==> config.mk <==
export PLATFORM = sky130hd
export DESIGN_NAME = spi_reg_ctrl_flat
export DESIGN_NICKNAME = d
export VERILOG_FILES = /design/src/rtl/spi_reg_ctrl_if.sv /design/src/rtl/spi_reg_ctrl.sv /design/src/flat_wrapper.sv
export SDC_FILE = /design/constraint.sdc
export NUM_CORES = 1
export LEC_CHECK = 0
export CAP_MARGIN = 25
export CORE_ASPECT_RATIO = 1.5
export CORE_MARGIN = 8
export CORE_UTILIZATION = 43
export CTS_CLUSTER_SIZE = 24
export DETAILED_ROUTE_END_ITERATION = 12
export PLACE_DENSITY = 0.74
export SLEW_MARGIN = 20
export SYNTH_ARGS = -nofsm -noshare
export SYNTH_HDL_FRONTEND = slang
export SYNTH_SLANG_ARGS = --single-unit
==> constraint.sdc <==
create_clock -name clk -period 2.4 [get_ports clk]
set_clock_uncertainty 0.2 [all_clocks]
set_input_delay 0.48 -clock clk [delete_from_list [all_inputs] [get_ports clk]]
set_output_delay 0.48 -clock clk [all_outputs]
set_load 0.01 [all_outputs]
==> src/rtl/spi_reg_ctrl_if.sv <==
// SPI pin bundle between a controller (master) and the register block (slave).
// All three lines are asynchronous to the register block's system clock.
interface spi_reg_ctrl_if;
    logic sclk;
    logic copi;
    logic ncs;

    modport master (output sclk, output copi, output ncs);
    modport slave  (input  sclk, input  copi, input  ncs);
endinterface

==> src/rtl/spi_reg_ctrl.sv <==
// SPI mode-0 write-only register block: 16-bit frames (R/W, 7-bit address, data)
// oversampled in the clk domain, committed into a small bank of control registers.
module spi_reg_ctrl #(
    parameter int SYNC_STAGES = 2,
    parameter int NUM_REGS    = 5
) (
    input  logic              clk,
    input  logic              rst,
    spi_reg_ctrl_if.slave     spi,
    output logic [7:0]        en_reg_out_7_0,
    output logic [7:0]        en_reg_out_15_8,
    output logic [7:0]        en_reg_pwm_7_0,
    output logic [7:0]        en_reg_pwm_15_8,
    output logic [7:0]        pwm_duty_cycle,
    output logic              frame_err
);

    localparam int         REG_SLOTS  = (NUM_REGS > 5) ? NUM_REGS : 5;
    localparam logic [7:0] NUM_REGS_L = 8'(NUM_REGS);
    localparam int         LAST       = SYNC_STAGES - 1;

    typedef enum logic [1:0] {
        IDLE   = 2'd0,
        SHIFT  = 2'd1,
        COMMIT = 2'd2
    } state_t;

    logic [SYNC_STAGES-1:0] sclk_sync_q;
    logic [SYNC_STAGES-1:0] copi_sync_q;
    logic [SYNC_STAGES-1:0] ncs_sync_q;
    logic                   sclk_hist_q;
    logic                   copi_hist_q;
    logic                   ncs_hist_q;
    logic [SYNC_STAGES:0]   settle_q;
    logic                   armed_q;

    state_t                 state_q;
    logic [15:0]            shift_q;
    logic [4:0]             cnt_q;
    logic                   frame_err_q;
    logic [7:0]             regs_q [REG_SLOTS];

    logic                   sclk_rise_s;
    logic                   ncs_rise_s;
    logic                   ncs_fall_s;
    logic                   write_s;

    // Input synchronizers, edge-history flops and post-reset arming.
    // Arming waits until the chain holds only post-reset samples and ncs is seen
    // high, so a frame cut by reset cannot restart on the flops' reset value.
    always_ff @(posedge clk or posedge rst) begin
        if (rst) begin
            sclk_sync_q <= '0;
            copi_sync_q <= '0;
            ncs_sync_q  <= '1;
            sclk_hist_q <= 1'b0;
            copi_hist_q <= 1'b0;
            ncs_hist_q  <= 1'b1;
            settle_q    <= '0;
            armed_q     <= 1'b0;
        end else begin
            sclk_sync_q <= {sclk_sync_q[SYNC_STAGES-2:0], spi.sclk};
            copi_sync_q <= {copi_sync_q[SYNC_STAGES-2:0], spi.copi};
            ncs_sync_q  <= {ncs_sync_q[SYNC_STAGES-2:0], spi.ncs};
            sclk_hist_q <= sclk_sync_q[LAST];
            copi_hist_q <= copi_sync_q[LAST];
            ncs_hist_q  <= ncs_sync_q[LAST];
            settle_q    <= {settle_q[SYNC_STAGES-1:0], 1'b1};
            if (settle_q[SYNC_STAGES] && ncs_sync_q[LAST]) begin
                armed_q <= 1'b1;
            end
        end
    end

    // Edge detection and frame decode.
    always_comb begin
        sclk_rise_s = 1'b0;
        ncs_rise_s  = 1'b0;
        ncs_fall_s  = 1'b0;
        write_s     = 1'b0;
        sclk_rise_s = sclk_sync_q[LAST] & ~sclk_hist_q;
        ncs_rise_s  = ncs_sync_q[LAST] & ~ncs_hist_q;
        ncs_fall_s  = armed_q & ncs_hist_q & ~ncs_sync_q[LAST];
        if ((cnt_q == 5'd16) && shift_q[15] && ({1'b0, shift_q[14:8]} < NUM_REGS_L)) begin
            write_s = 1'b1;
        end else begin
            write_s = 1'b0;
        end
    end

    // Frame FSM, shift register, bit counter, register bank and error pulse.
    always_ff @(posedge clk or posedge rst) begin
        if (rst) begin
            state_q     <= IDLE;
            shift_q     <= 16'h0000;
            cnt_q       <= 5'd0;
            frame_err_q <= 1'b0;
            for (int i = 0; i < REG_SLOTS; i++) begin
                regs_q[i] <= 8'h00;
            end
        end else begin
            frame_err_q <= 1'b0;
            case (state_q)
                IDLE: begin
                    if (ncs_fall_s) begin
                        state_q <= SHIFT;
                        shift_q <= 16'h0000;
                        cnt_q   <= 5'd0;
                    end
                end
                SHIFT: begin
                    if (sclk_rise_s) begin
                        shift_q <= {shift_q[14:0], copi_hist_q};
                        if (cnt_q != 5'd17) begin
                            cnt_q <= cnt_q + 5'd1;
                        end
                    end
                    if (ncs_rise_s) begin
                        state_q <= COMMIT;
                    end
                end
                COMMIT: begin
                    if (cnt_q != 5'd16) begin
                        frame_err_q <= 1'b1;
                    end
                    for (int i = 0; i < REG_SLOTS; i++) begin
                        if (write_s && (shift_q[14:8] == 7'(i))) begin
                            regs_q[i] <= shift_q[7:0];
                        end
                    end
                    // A new select arriving during commit starts the next frame directly.
                    if (ncs_fall_s) begin
                        state_q <= SHIFT;
                        shift_q <= 16'h0000;
                        cnt_q   <= 5'd0;
                    end else begin
                        state_q <= IDLE;
                    end
                end
                default: begin
                    state_q <= IDLE;
                end
            endcase
        end
    end

    assign en_reg_out_7_0  = regs_q[0];
    assign en_reg_out_15_8 = regs_q[1];
    assign en_reg_pwm_7_0  = regs_q[2];
    assign en_reg_pwm_15_8 = regs_q[3];
    assign pwm_duty_cycle  = regs_q[4];
    assign frame_err       = frame_err_q;

endmodule

==> src/flat_wrapper.sv <==
// flat-port wrapper written by rule: the top's interface ports become plain ports
module spi_reg_ctrl_flat 
#(
    parameter int SYNC_STAGES = 2,
    parameter int NUM_REGS    = 5
)
  (clk, rst, en_reg_out_7_0, en_reg_out_15_8, en_reg_pwm_7_0, en_reg_pwm_15_8, pwm_duty_cycle, frame_err, spi_sclk, spi_copi, spi_ncs);
  spi_reg_ctrl_if spi_i ();
  input  logic clk;
  input  logic rst;
  output logic [7:0] en_reg_out_7_0;
  output logic [7:0] en_reg_out_15_8;
  output logic [7:0] en_reg_pwm_7_0;
  output logic [7:0] en_reg_pwm_15_8;
  output logic [7:0] pwm_duty_cycle;
  output logic frame_err;
  input wire logic [$bits(spi_i.sclk)-1:0] spi_sclk;
  input wire logic [$bits(spi_i.copi)-1:0] spi_copi;
  input wire logic [$bits(spi_i.ncs)-1:0] spi_ncs;
  assign spi_i.sclk = spi_sclk;
  assign spi_i.copi = spi_copi;
  assign spi_i.ncs = spi_ncs;
  spi_reg_ctrl #(.SYNC_STAGES(SYNC_STAGES), .NUM_REGS(NUM_REGS)) u_core (.clk(clk), .rst(rst), .spi(spi_i), .en_reg_out_7_0(en_reg_out_7_0), .en_reg_out_15_8(en_reg_out_15_8), .en_reg_pwm_7_0(en_reg_pwm_7_0), .en_reg_pwm_15_8(en_reg_pwm_15_8), .pwm_duty_cycle(pwm_duty_cycle), .frame_err(frame_err));
endmodule
==> parameters.txt, run 1 <==
Parameter                              Value

Setup path
  Crit Reg-Reg Startpoint ... u_core.cnt_q[0]
  Worst setup path startpoint ... u_core.cnt_q[0]
  Kind of capture point of the worst setup path ... register
  R2R setup slack ... between 0.2 and 0.3 ns
  Crit-path max FO ... 8
  Critical Path AT ... between 2 and 2.5 ns
  Required time of the worst setup path ... 2.42 ns
  Worst Setup Path Type ... register to register
  Element type at the critical path start ... register

Yosys
  Synth Instances ... about 190
  Cell variety after synth ... 30
  Syn avg cell area ... approximately 16 sq um
  Syn Std Cell Area ... roughly 2900 sq um
  Synthesis Warnings ... 0
  Synthesis-stage register bit count ... 77
  Share of the yosys chip area belonging to registers ... approximately two thirds
  Synth Net Count ... between 150 and 200

Clocking
  CTS Buffer Depth ... 2
  TritonCTS clock tree ... yes
  Cts bufs inserted ... 9
  Cell at the root of the clock tree ... sky130_fd_sc_hd__clkbuf_8
  Skew-Pair Late Insertion Delay ... roughly 0.34 ns
  Clock-pin slew on the worst setup and hold paths ... roughly 0.070 ns
  Sinks on the clock net ... 77
  H-tree level count ... 3
  CTS Hold Bufs ... 0
  Number of instances resized during post-cts repair ... 0
  Setup Buffers After CTS ... 0

Final layout
  Layout overhead on the synthesized area ... 26.43%
  Most used cells in the layout excluding fill and tap cells ... sky130_fd_sc_hd__dfrtp_1 (74), sky130_fd_sc_hd__clkdlybuf4s50_1 (45), sky130_fd_sc_hd__mux2_2 (40)
  Most common cell after layout, fill and taps aside ... sky130_fd_sc_hd__dfrtp_1
  Ratio of cells with drive above 1 in the final layout ... a little under a third
  Final Net Count ... 253
  Antenna cell count ... 0

Power
  Power per standard cell area ... 656.0 nW/um^2
  Pleak ... ~1.8 nW
  Max VDD drop ... approximately 0.43 mV

GRT
  Global-route congestion overflow total ... 0
  Total GRT Usage ... 12.49%
  First-pass GRT wire length ... between 9 and 10 mm
  Maximum number of pins on one net before global-route repair ... 40
  Via count of the first global-routing pass ... 1856
  Antenna violations before repair ... 0

Floorplan
  Starting density of the core ... between 40% and 50%
  Die span in y ... roughly 120 um
  Num rows ... 37
  Number of primary I/O pins ... 46
  Width of the chip ... around 84 um
  Core outline area ... 6759 sq um
  Full die area ... between 9000 and 10000 sq um

Job
  Max Cap Viol ... 0

Detailed routing
  DRC ... 0
  First-pass DRT Iterations ... 4
  Post-detailed-routing wire length ... about 5.7 mm
  DRC violation total after the first TritonRoute iteration ... 80
  ANT nets after route ... 0
  Vias after detailed routing ... 1745
  Routed vias/inst ... around 5.3
  Post-detailed-route wirelength per cell ... between 15 and 20 um

Place
  Total of buffers placed on input and output ports ... 45
  Worst-case setup slack after placement ... ~0.24 ns
  Gpl congestion ... around 0.76
  Sum of net half-perimeters after detailed placement ... about 4 mm

Timing
  Min cycle time layout ... roughly 2.1 ns
  Setup Total Neg Slack ... 0 ns
  Number of failing hold endpoints at the final stage ... 0
  Final period util ... approximately nine tenths
  Highest clock rate ... about 470 MHz
  Final-report max-slew violation count ... 0
  Final WS setup ... 0.2828 ns
  Setup-failing EPs final ... 0
  Unrepaired setup endpoints after global routing ... false

Worst hold path
  Worst hold path startpoint ... u_core.sclk_sync_q[0]
  Worst hold path class ... register to register

Outcome
  Status ... completed
Yosys cell counts:
master / instances / share of area, %
sky130_fd_sc_hd__a21o_1: 1 / 0.25
sky130_fd_sc_hd__a21oi_1: 1 / 0.17
sky130_fd_sc_hd__a22o_1: 14 / 4.2
sky130_fd_sc_hd__a22o_2: 2 / 0.68
sky130_fd_sc_hd__and4bb_2: 2 / 0.85
sky130_fd_sc_hd__buf_1: 1 / 0.13
sky130_fd_sc_hd__buf_2: 3 / 0.51
sky130_fd_sc_hd__conb_1: 1 / 0.13
sky130_fd_sc_hd__dfrtp_1: 74 / 63
sky130_fd_sc_hd__dfstp_2: 3 / 2.7
sky130_fd_sc_hd__ha_1: 3 / 1.3
sky130_fd_sc_hd__inv_1: 4 / 0.51
sky130_fd_sc_hd__mux2_2: 40 / 15
sky130_fd_sc_hd__mux2i_1: 3 / 1.0
sky130_fd_sc_hd__nand2_1: 3 / 0.38
sky130_fd_sc_hd__nand2b_1: 1 / 0.21
sky130_fd_sc_hd__nand3_1: 1 / 0.17
sky130_fd_sc_hd__nand4_1: 1 / 0.21
sky130_fd_sc_hd__nand4_2: 5 / 2.1
sky130_fd_sc_hd__nand4bb_1: 3 / 1.1
sky130_fd_sc_hd__nor2_1: 2 / 0.25
sky130_fd_sc_hd__nor2b_1: 5 / 1.1
sky130_fd_sc_hd__nor4b_1: 2 / 0.59
sky130_fd_sc_hd__nor4b_2: 1 / 0.51
sky130_fd_sc_hd__nor4b_4: 1 / 0.81
sky130_fd_sc_hd__nor4bb_1: 2 / 0.68
sky130_fd_sc_hd__o211ai_1: 2 / 0.51
sky130_fd_sc_hd__o21ai_0: 3 / 0.51
sky130_fd_sc_hd__o22ai_1: 1 / 0.21
sky130_fd_sc_hd__or3_1: 1 / 0.21
registers in the layout, indices dropped and copies added (netlist names):
signal                  flops
u_core.sclk_hist_q          1
u_core.cnt_q                5
u_core.pwm_duty_cycle       8
u_core.en_reg_out_15_8      8
u_core.copi_hist_q          1
u_core.armed_q              1
u_core.settle_q             3
u_core.sclk_sync_q          2
u_core.en_reg_out_7_0       8
u_core.en_reg_pwm_15_8      8
u_core.frame_err            1
u_core.shift_q             16
u_core.ncs_sync_q           2
u_core.state_q              2
u_core.copi_sync_q          2
u_core.ncs_hist_q           1
u_core.en_reg_pwm_7_0       8
worst max-delay path: stages, from the launching register on:
cell and delay [ns]:
sky130_fd_sc_hd__dfrtp_1 0.42, sky130_fd_sc_hd__inv_1 0.11, sky130_fd_sc_hd__ha_1 0.15, sky130_fd_sc_hd__nor4bb_1 0.22, sky130_fd_sc_hd__buf_4 0.20, sky130_fd_sc_hd__nand4_2 0.31, sky130_fd_sc_hd__mux2_2 0.39
cell families (layout without fill, tap and decap cells):
kind of cell    Yosys count  after routing  share of synthesized area, %
flops                    77             77                         65.46
mux                      43             43                         16.29
simple gates             30             30                         9.207
compound gates           24             24                         6.491
buf+inv                   8             72                         1.145
fa+ha+maj                 3              3                         1.273
other cells               1              1                        0.1272
metrics by stage:
stage               hold WS (ns)  total power [mW]  cell area [sq um]  util [%]  instances
detailed placement        0.1362             1.590               3540     52.37        311
CTS                       0.1535             2.483               3721     55.05        327
finish                    0.1506             2.446               3729     55.16        328
floorplan                 0.1312             1.516               2953         -        186
global placement          0.1317             1.575               3540     52.37        311
global route              0.1608             2.566               3729     55.16        328
report_power, final:
part / switching, mW / internal, mW / total (mW)
clock network: 0.421 / 0.461 / 0.882
registers: 0.0453 / 1.34 / 1.39
logic: 0.104 / 0.0736 / 0.178
total: 0.571 / 1.87 / 2.45
layout make-up:
| class | count | area [sq um] |
|---|---|---|
| fill | 564 | 3030 |
| sequential | 77 | 1931 |
| multi-input combinational | 101 | 984.7 |
| timing repair buffer | 52 | 515.5 |
| clock buffer | 15 | 176.4 |
| tap | 78 | 97.59 |
| inverter | 4 | 18.77 |
| clock inverter | 1 | 5.005 |
worst paths after layout:
kind | endpoint | cells after the start
worst min-delay path | u_core.sclk_sync_q[1] | 0
worst max-delay path | u_core.en_reg_out_7_0[4] | 6
max in group asynchronous | u_core.en_reg_pwm_7_0[5] | 3
worst min register to register | u_core.sclk_sync_q[1] | 0
worst max register to register | u_core.en_reg_out_7_0[4] | 6
min in group asynchronous | u_core.en_reg_out_7_0[0] | 2
per-layer routing:
metal | part of all wire, % | up-vias | GRT usage (%)
li1 | - | 806 | -
met1 | 44 | 890 | 14.34
met2 | 50 | 39 | 19.85
met3 | 3.6 | 10 | 4.363
met4 | 2.8 | 0 | 6.616
met5 | 0 | - | 0
Power figures use the tool's default switching activity.
==> run 2: changes to the inputs <==
--- a/config.mk
+++ b/config.mk
@@ -7,7 +7,7 @@
 export LEC_CHECK = 0
 export CAP_MARGIN = 25
 export CORE_ASPECT_RATIO = 1.5
-export CORE_MARGIN = 8
+export CORE_MARGIN = 2
 export CORE_UTILIZATION = 43
 export CTS_CLUSTER_SIZE = 24
 export DETAILED_ROUTE_END_ITERATION = 12
==> parameters.txt, run 2 (same netlist as run 1, synthesis figures left out) <==
Parameter                              Value

Detailed routing
  ANT nets after route ... 0 (unchanged)
  DRC violation total after the first TritonRoute iteration ... 61 (-24%)
  Post-detailed-routing wire length ... 5.495 mm (-4.3%)
  Routed vias/inst ... 5.294 (-0.50%)
  DRC ... 0 (unchanged)
  First-pass DRT Iterations ... 4 (unchanged)
  Vias after detailed routing ... 1731 (-0.80%)
  Post-detailed-route wirelength per cell ... 16.80 um (-4.0%)

Final layout
  Ratio of cells with drive above 1 in the final layout ... 30.52% (+0.52 points)
  Largest register by flop count ... u_core.shift_q
  Antenna cell count ... 0 (unchanged)
  Most used cells in the layout excluding fill and tap cells ... sky130_fd_sc_hd__dfrtp_1 (74), sky130_fd_sc_hd__clkdlybuf4s50_1 (45), sky130_fd_sc_hd__mux2_2 (40)
  Final Net Count ... 252 (-0.40%)
  Largest register FFs ... 16 (unchanged)
  Util after Layout ... 55.50% (+0.33 points)
  Most common cell after layout, fill and taps aside ... sky130_fd_sc_hd__dfrtp_1
  Layout overhead on the synthesized area ... 27.20%
  Number of fillers in the final layout ... 550 (-2.5%)
  Final instance count without filler cells ... 327 (-0.30%)

Clocking
  CTS Hold Bufs ... 0 (unchanged)
  Cts bufs inserted ... 9 (unchanged)
  Number of instances resized during post-cts repair ... 0 (unchanged)
  Cell at the root of the clock tree ... sky130_fd_sc_hd__clkbuf_8
  TritonCTS clock tree ... yes
  Skew-Pair Late Insertion Delay ... 0.34 ns (about the same)
  Setup Buffers After CTS ... 0 (unchanged)
  Sinks on the clock net ... 77 (unchanged)
  CTS Buffer Depth ... 2 (unchanged)
  Clock-pin slew on the worst setup and hold paths ... 0.08 ns (about the same)
  H-tree level count ... 3 (unchanged)

Floorplan
  Number of primary I/O pins ... 46 (unchanged)
  Full die area ... 7551 sq um (-23%)
  Die span in y ... 105.4 um (-10%)
  Core outline area ... 6759 sq um (unchanged)
  Num rows ... 37 (unchanged)
  Width of the chip ... 71.62 um (-14%)
  Starting density of the core ... 43.63% (unchanged)

Setup path
  Critical Path Slowest Stage Cell ... sky130_fd_sc_hd__dfrtp_1
  Critical Path AT ... 2.17 ns (+0.03 ns)
  Element type at the critical path start ... register
  Worst path max stage delay ... 0.42 ns (about the same)
  Number of cells on the worst reg-to-reg path ... 6 (unchanged)
  Required time of the worst setup path ... 2.42 ns (about the same)
  R2R setup slack ... 0.25 ns (-0.03 ns)
  Kind of capture point of the worst setup path ... register
  Crit-path max FO ... 8 (unchanged)
  Destination of the worst register-to-register timing path ... u_core.en_reg_out_7_0[3]
  Worst Setup Path Type ... register to register
  Cells traversed along the worst timing path ... inv_1 -> ha_1 -> nor4bb_1 -> buf_4 -> nand4_2 -> mux2_2
  Crit Reg-Reg Startpoint ... u_core.cnt_q[0]

Timing
  Worst hold margin ... 0.1507 ns (+0.00008800 ns)
  Setup-failing EPs final ... 0 (unchanged)
  Final-report max-slew violation count ... 0 (unchanged)
  Highest clock rate ... 465.7 MHz (-1.4%)
  Number of failing hold endpoints at the final stage ... 0 (unchanged)
  Min cycle time layout ... 2.147 ns (+0.03013 ns)
  Setup Total Neg Slack ... 0 ns (unchanged)
  Final period util ... 89.47% (+1.3 points)
  Unrepaired setup endpoints after global routing ... false

GRT
  Antenna violations before repair ... 0 (unchanged)
  Via count of the first global-routing pass ... 1741 (-6.2%)
  Maximum number of pins on one net before global-route repair ... 44 (+10%)
  First-pass GRT wire length ... 8.866 mm (-9.3%)
  Total GRT Usage ... 15.89% (+3.4 points)
  Global-route congestion overflow total ... 0 (unchanged)

Outcome
  Status ... completed

Job
  Max Cap Viol ... 0 (unchanged)

Place
  Gpl congestion ... 0.8003 (+5.1%)
  Total of buffers placed on input and output ports ... 45 (unchanged)
  Cells after DPL ... 310 (-0.32%)
  Sum of net half-perimeters after detailed placement ... 3.661 mm (-9.6%)

Power
  Total power ... 2.566 mW (+4.9%)
  Pleak ... 1.779 nW (+0.40%)
  Max VDD drop ... 0.5300 mV (+23%)
  Power per standard cell area ... 684.0 nW/um^2 (+4.3%)

Worst hold path
  Worst hold path startpoint ... u_core.sclk_sync_q[0]
  Hold Path End ... u_core.sclk_sync_q[1]
  Hold Crit Depth ... 0 (unchanged)
  Worst hold path class ... register to register
run 2: changes by cell type in the layout (fill, tap and decap cells not counted):
cell,delta
sky130_fd_sc_hd__buf_4,-1
sky130_fd_sc_hd__bufinv_16,+1
sky130_fd_sc_hd__clkinvlp_4,+1
sky130_fd_sc_hd__clkbuf_1,-2
run 2: worst max-delay path by stage:
stage / endpoint / slack [ns] / startpoint / depth (start not counted)
floorplan: u_core.en_reg_out_15_8[0] / 0.58 / u_core.cnt_q[0] / 6
global placement: u_core.en_reg_out_15_8[0] / 0.23 / u_core.cnt_q[0] / 6
detailed placement: u_core.en_reg_out_15_8[0] / 0.21 / u_core.cnt_q[0] / 6
CTS: u_core.en_reg_out_15_8[0] / 0.20 / u_core.cnt_q[0] / 6
global route: u_core.en_reg_out_15_8[4] / 0.10 / u_core.cnt_q[0] / 6
finish: u_core.en_reg_out_7_0[3] / 0.25 / u_core.cnt_q[0] / 6
run 2: routing by layer:
layer  wire [um]  vias to the layer above  track usage, %
li1            -                      803               -
met1        2372                      884           19.74
met2        2737                       34           23.74
met3         224                       10           3.920
met4         161                        0           11.59
met5           0                        -               0
run 2: area by class of cell:
type / instances / area, sq um / share of cell area [%]
clock inverters: 3 / 42.54 / 1.134
well taps: 78 / 97.59 / 2.602
flip-flops and latches: 77 / 1931 / 51.47
inverters: 4 / 18.77 / 0.5003
multi-input cells: 101 / 984.7 / 26.25
clock buffers: 13 / 168.9 / 4.503
repair buffers: 51 / 508.0 / 13.54
run 2: critical path, delay by kind of cell, from the launching register on:
family | cells | cell delay [ns]
mux | 1 | 0.41
simple gates | 2 | 0.54
buf+inv | 2 | 0.31
fa+ha+maj | 1 | 0.14
flops | 1 | 0.42
run 2: stage by stage:
step                cell area [sq um]  setup WS (ns)
floorplan                        2953         0.5760
global placement                 3532         0.2329
detailed placement               3532         0.2057
CTS                              3744         0.1966
global route                     3751         0.1032
finish                           3751         0.2527
run 2: where the power goes:
part	total [mW]	internal, mW	switching (mW)
Combinational	0.170	0.0705	0.0990
Sequential	1.39	1.34	0.0477
Clock	1.01	0.565	0.444
Total	2.57	1.98	0.591
==> run 3: changes to the inputs <==
--- a/config.mk
+++ b/config.mk
@@ -8,11 +8,10 @@
 export CAP_MARGIN = 25
 export CORE_ASPECT_RATIO = 1.5
 export CORE_MARGIN = 2
-export CORE_UTILIZATION = 43
+export CORE_UTILIZATION = 40
 export CTS_CLUSTER_SIZE = 24
 export DETAILED_ROUTE_END_ITERATION = 12
-export PLACE_DENSITY = 0.74
-export SLEW_MARGIN = 20
+export PLACE_DENSITY = 0.7
 export SYNTH_ARGS = -nofsm -noshare
 export SYNTH_HDL_FRONTEND = slang
 export SYNTH_SLANG_ARGS = --single-unit
==> parameters.txt, run 3 (same netlist as run 1, synthesis figures left out) <==
Parameter                              Value

Final layout
  Layout overhead on the synthesized area ... 28.26%
  Final instance count without filler cells ... 348 (+6.4%)
  Largest register by flop count ... u_core.shift_q
  Most used cells in the layout excluding fill and tap cells ... sky130_fd_sc_hd__dfrtp_1 (74), sky130_fd_sc_hd__clkdlybuf4s50_1 (45), sky130_fd_sc_hd__mux2_2 (40)
  Ratio of cells with drive above 1 in the final layout ... 30.65% (+0.12 points)
  Most common cell after layout, fill and taps aside ... sky130_fd_sc_hd__dfrtp_1
  Post-route cell area ... 3782 sq um (+0.83%)
  Util after Layout ... 52.68% (-2.8 points)
  Largest register FFs ... 16 (unchanged)
  Antenna cell count ... 0 (unchanged)
  Final Net Count ... 251 (-0.40%)

Setup path
  Critical Path AT ... 2.22 ns (+0.05 ns)
  Required time of the worst setup path ... 2.43 ns (about the same)
  Element type at the critical path start ... register
  Kind of capture point of the worst setup path ... register
  Worst Setup Path Type ... register to register
  Crit-path max FO ... 8 (unchanged)

Floorplan
  Full die area ... 8089 sq um (+7.1%)
  Starting density of the core ... 41.08% (-2.6 points)
  Core outline area ... 7179 sq um (+6.2%)
  Number of primary I/O pins ... 46 (unchanged)
  Die span in y ... 109.2 um (+3.5%)
  Width of the chip ... 74.11 um (+3.5%)
  Num rows ... 38 (+2.7%)

Power
  Pleak ... 1.780 nW (about the same)
  Power per standard cell area ... 685.8 nW/um^2 (+0.26%)
  Max VDD drop ... 0.4377 mV (-17%)

GRT
  Total GRT Usage ... 15.76% (-0.13 points)
  Via count of the first global-routing pass ... 1837 (+5.5%)
  First-pass GRT wire length ... 9.335 mm (+5.3%)
  Antenna violations before repair ... 0 (unchanged)
  Global-route congestion overflow total ... 0 (unchanged)
  Maximum number of pins on one net before global-route repair ... 41 (-6.8%)

Job
  Max Cap Viol ... 0 (unchanged)

Clocking
  TritonCTS clock tree ... yes
  CTS Hold Bufs ... 0 (unchanged)
  CTS Buffer Depth ... 2 (unchanged)
  Cts bufs inserted ... 9 (unchanged)
  Sinks on the clock net ... 77 (unchanged)
  Cell at the root of the clock tree ... sky130_fd_sc_hd__clkbuf_8
  Skew-Pair Late Insertion Delay ... 0.34 ns (about the same)
  Clock-pin slew on the worst setup and hold paths ... 0.08 ns (about the same)
  H-tree level count ... 3 (unchanged)

Timing
  Unrepaired setup endpoints after global routing ... true
  Setup-failing EPs final ... 0 (unchanged)
  Worst relative slew slack ... a little over a third
  Final period util ... 91.56% (+2.1 points)
  Highest clock rate ... 455.1 MHz (-2.3%)
  Number of failing hold endpoints at the final stage ... 0 (unchanged)
  Final WS setup ... 0.2026 ns (-0.05009 ns)
  Final-report max-slew violation count ... 0 (unchanged)
  Least-Margin Pin Slew ... slightly below 1 ns
  Min cycle time layout ... 2.197 ns (+0.05009 ns)

Place
  Dpl cell area ... 3560 sq um (+0.78%)
  Sum of net half-perimeters after detailed placement ... 3.711 mm (+1.4%)
  Worst-case setup slack after placement ... 0.1598 ns (-0.04597 ns)
  Total of buffers placed on input and output ports ... 45 (unchanged)
  Gpl congestion ... 0.7406 (-7.5%)
  Cells after DPL ... 332 (+7.1%)

Detailed routing
  DRC ... 0 (unchanged)
  First-pass DRT Iterations ... 4 (unchanged)
  Routed vias/inst ... 4.983 (-5.9%)
  ANT nets after route ... 0 (unchanged)
  Post-detailed-routing wire length ... 5.564 mm (+1.3%)
  Vias after detailed routing ... 1734 (+0.17%)
  DRC violation total after the first TritonRoute iteration ... 69 (+13%)
  Post-detailed-route wirelength per cell ... 15.99 um (-4.9%)

Outcome
  Status ... completed

Worst hold path
  Worst hold path class ... register to register
run 3: cell count changes in the layout (fill, tap and decap cells not counted), sizes merged:
cell      previous run  this run
clkbuf              13         9
clkinv               1         3
buf                  6         5
bufinv               1         2
clkinvlp             2         3
run 3: worst paths after layout:
| path | cells after the start | end | startpoint | slack [ns] |
|---|---|---|---|---|
| hold reg to reg | 0 | u_core.settle_q[1] | u_core.settle_q[0] | 0.15 |
| setup reg to reg | 6 | u_core.en_reg_out_7_0[1] | u_core.cnt_q[0] | 0.20 |
| setup / recovery | 6 | u_core.en_reg_out_7_0[1] | u_core.cnt_q[0] | 0.20 |
| hold / removal | 0 | u_core.settle_q[1] | u_core.settle_q[0] | 0.15 |
| min in group asynchronous | 2 | u_core.armed_q | rst | 0.25 |
| max in group asynchronous | 3 | u_core.cnt_q[2] | rst | 1.14 |
run 3: power breakdown:
part	internal, mW	leakage, nW	switching [mW]
sequential	1.34	1.03	0.0465
clock	0.580	0.105	0.463
combinational	0.0676	0.640	0.0971
run 3: metal layers:
layer,routed length [um],global-route usage [%],part of all wire [%]
met2,2832,24.43,51
met3,178,4.067,3.2
met4,101,6.623,1.8
met5,0,0,0
met1,2452,20.89,44
run 3: critical path: stages (launching register included):
cell and delay [ns]:
sky130_fd_sc_hd__dfrtp_1 0.42, sky130_fd_sc_hd__inv_1 0.11, sky130_fd_sc_hd__ha_1 0.14, sky130_fd_sc_hd__nor4bb_1 0.25
sky130_fd_sc_hd__buf_4 0.22, sky130_fd_sc_hd__nand4_2 0.33, sky130_fd_sc_hd__mux2_2 0.41
run 3: repair_timing:
| item | in CTS | in global routing |
|---|---|---|
| buffers inserted | 0 | 0 |
| resized for setup | 0 | 1 |
| setup endpoints to repair | 0 | 5 |
run 3: stage by stage:
stage                     TNS (ns)  hold slack [ns]  power [mW]
after floorplan                  0           0.1312       1.516
after global placement           0           0.1334       1.579
after detailed placement         0           0.1412       1.580
after CTS                        0           0.1579       2.633
after global routing      -0.03715           0.1628       2.715
final                            0           0.1542       2.594
run 3: area by class of cell:
type                            count  area, sq um
Clock buffer                        9        123.9
Clock inverter                      7        90.09
Fill cell                         612         3397
Inverter                            4        18.77
Multi-Input combinational cell    101        993.5
Sequential cell                    77         1931
Tap cell                          100        125.1
Timing Repair Buffer               50        500.5
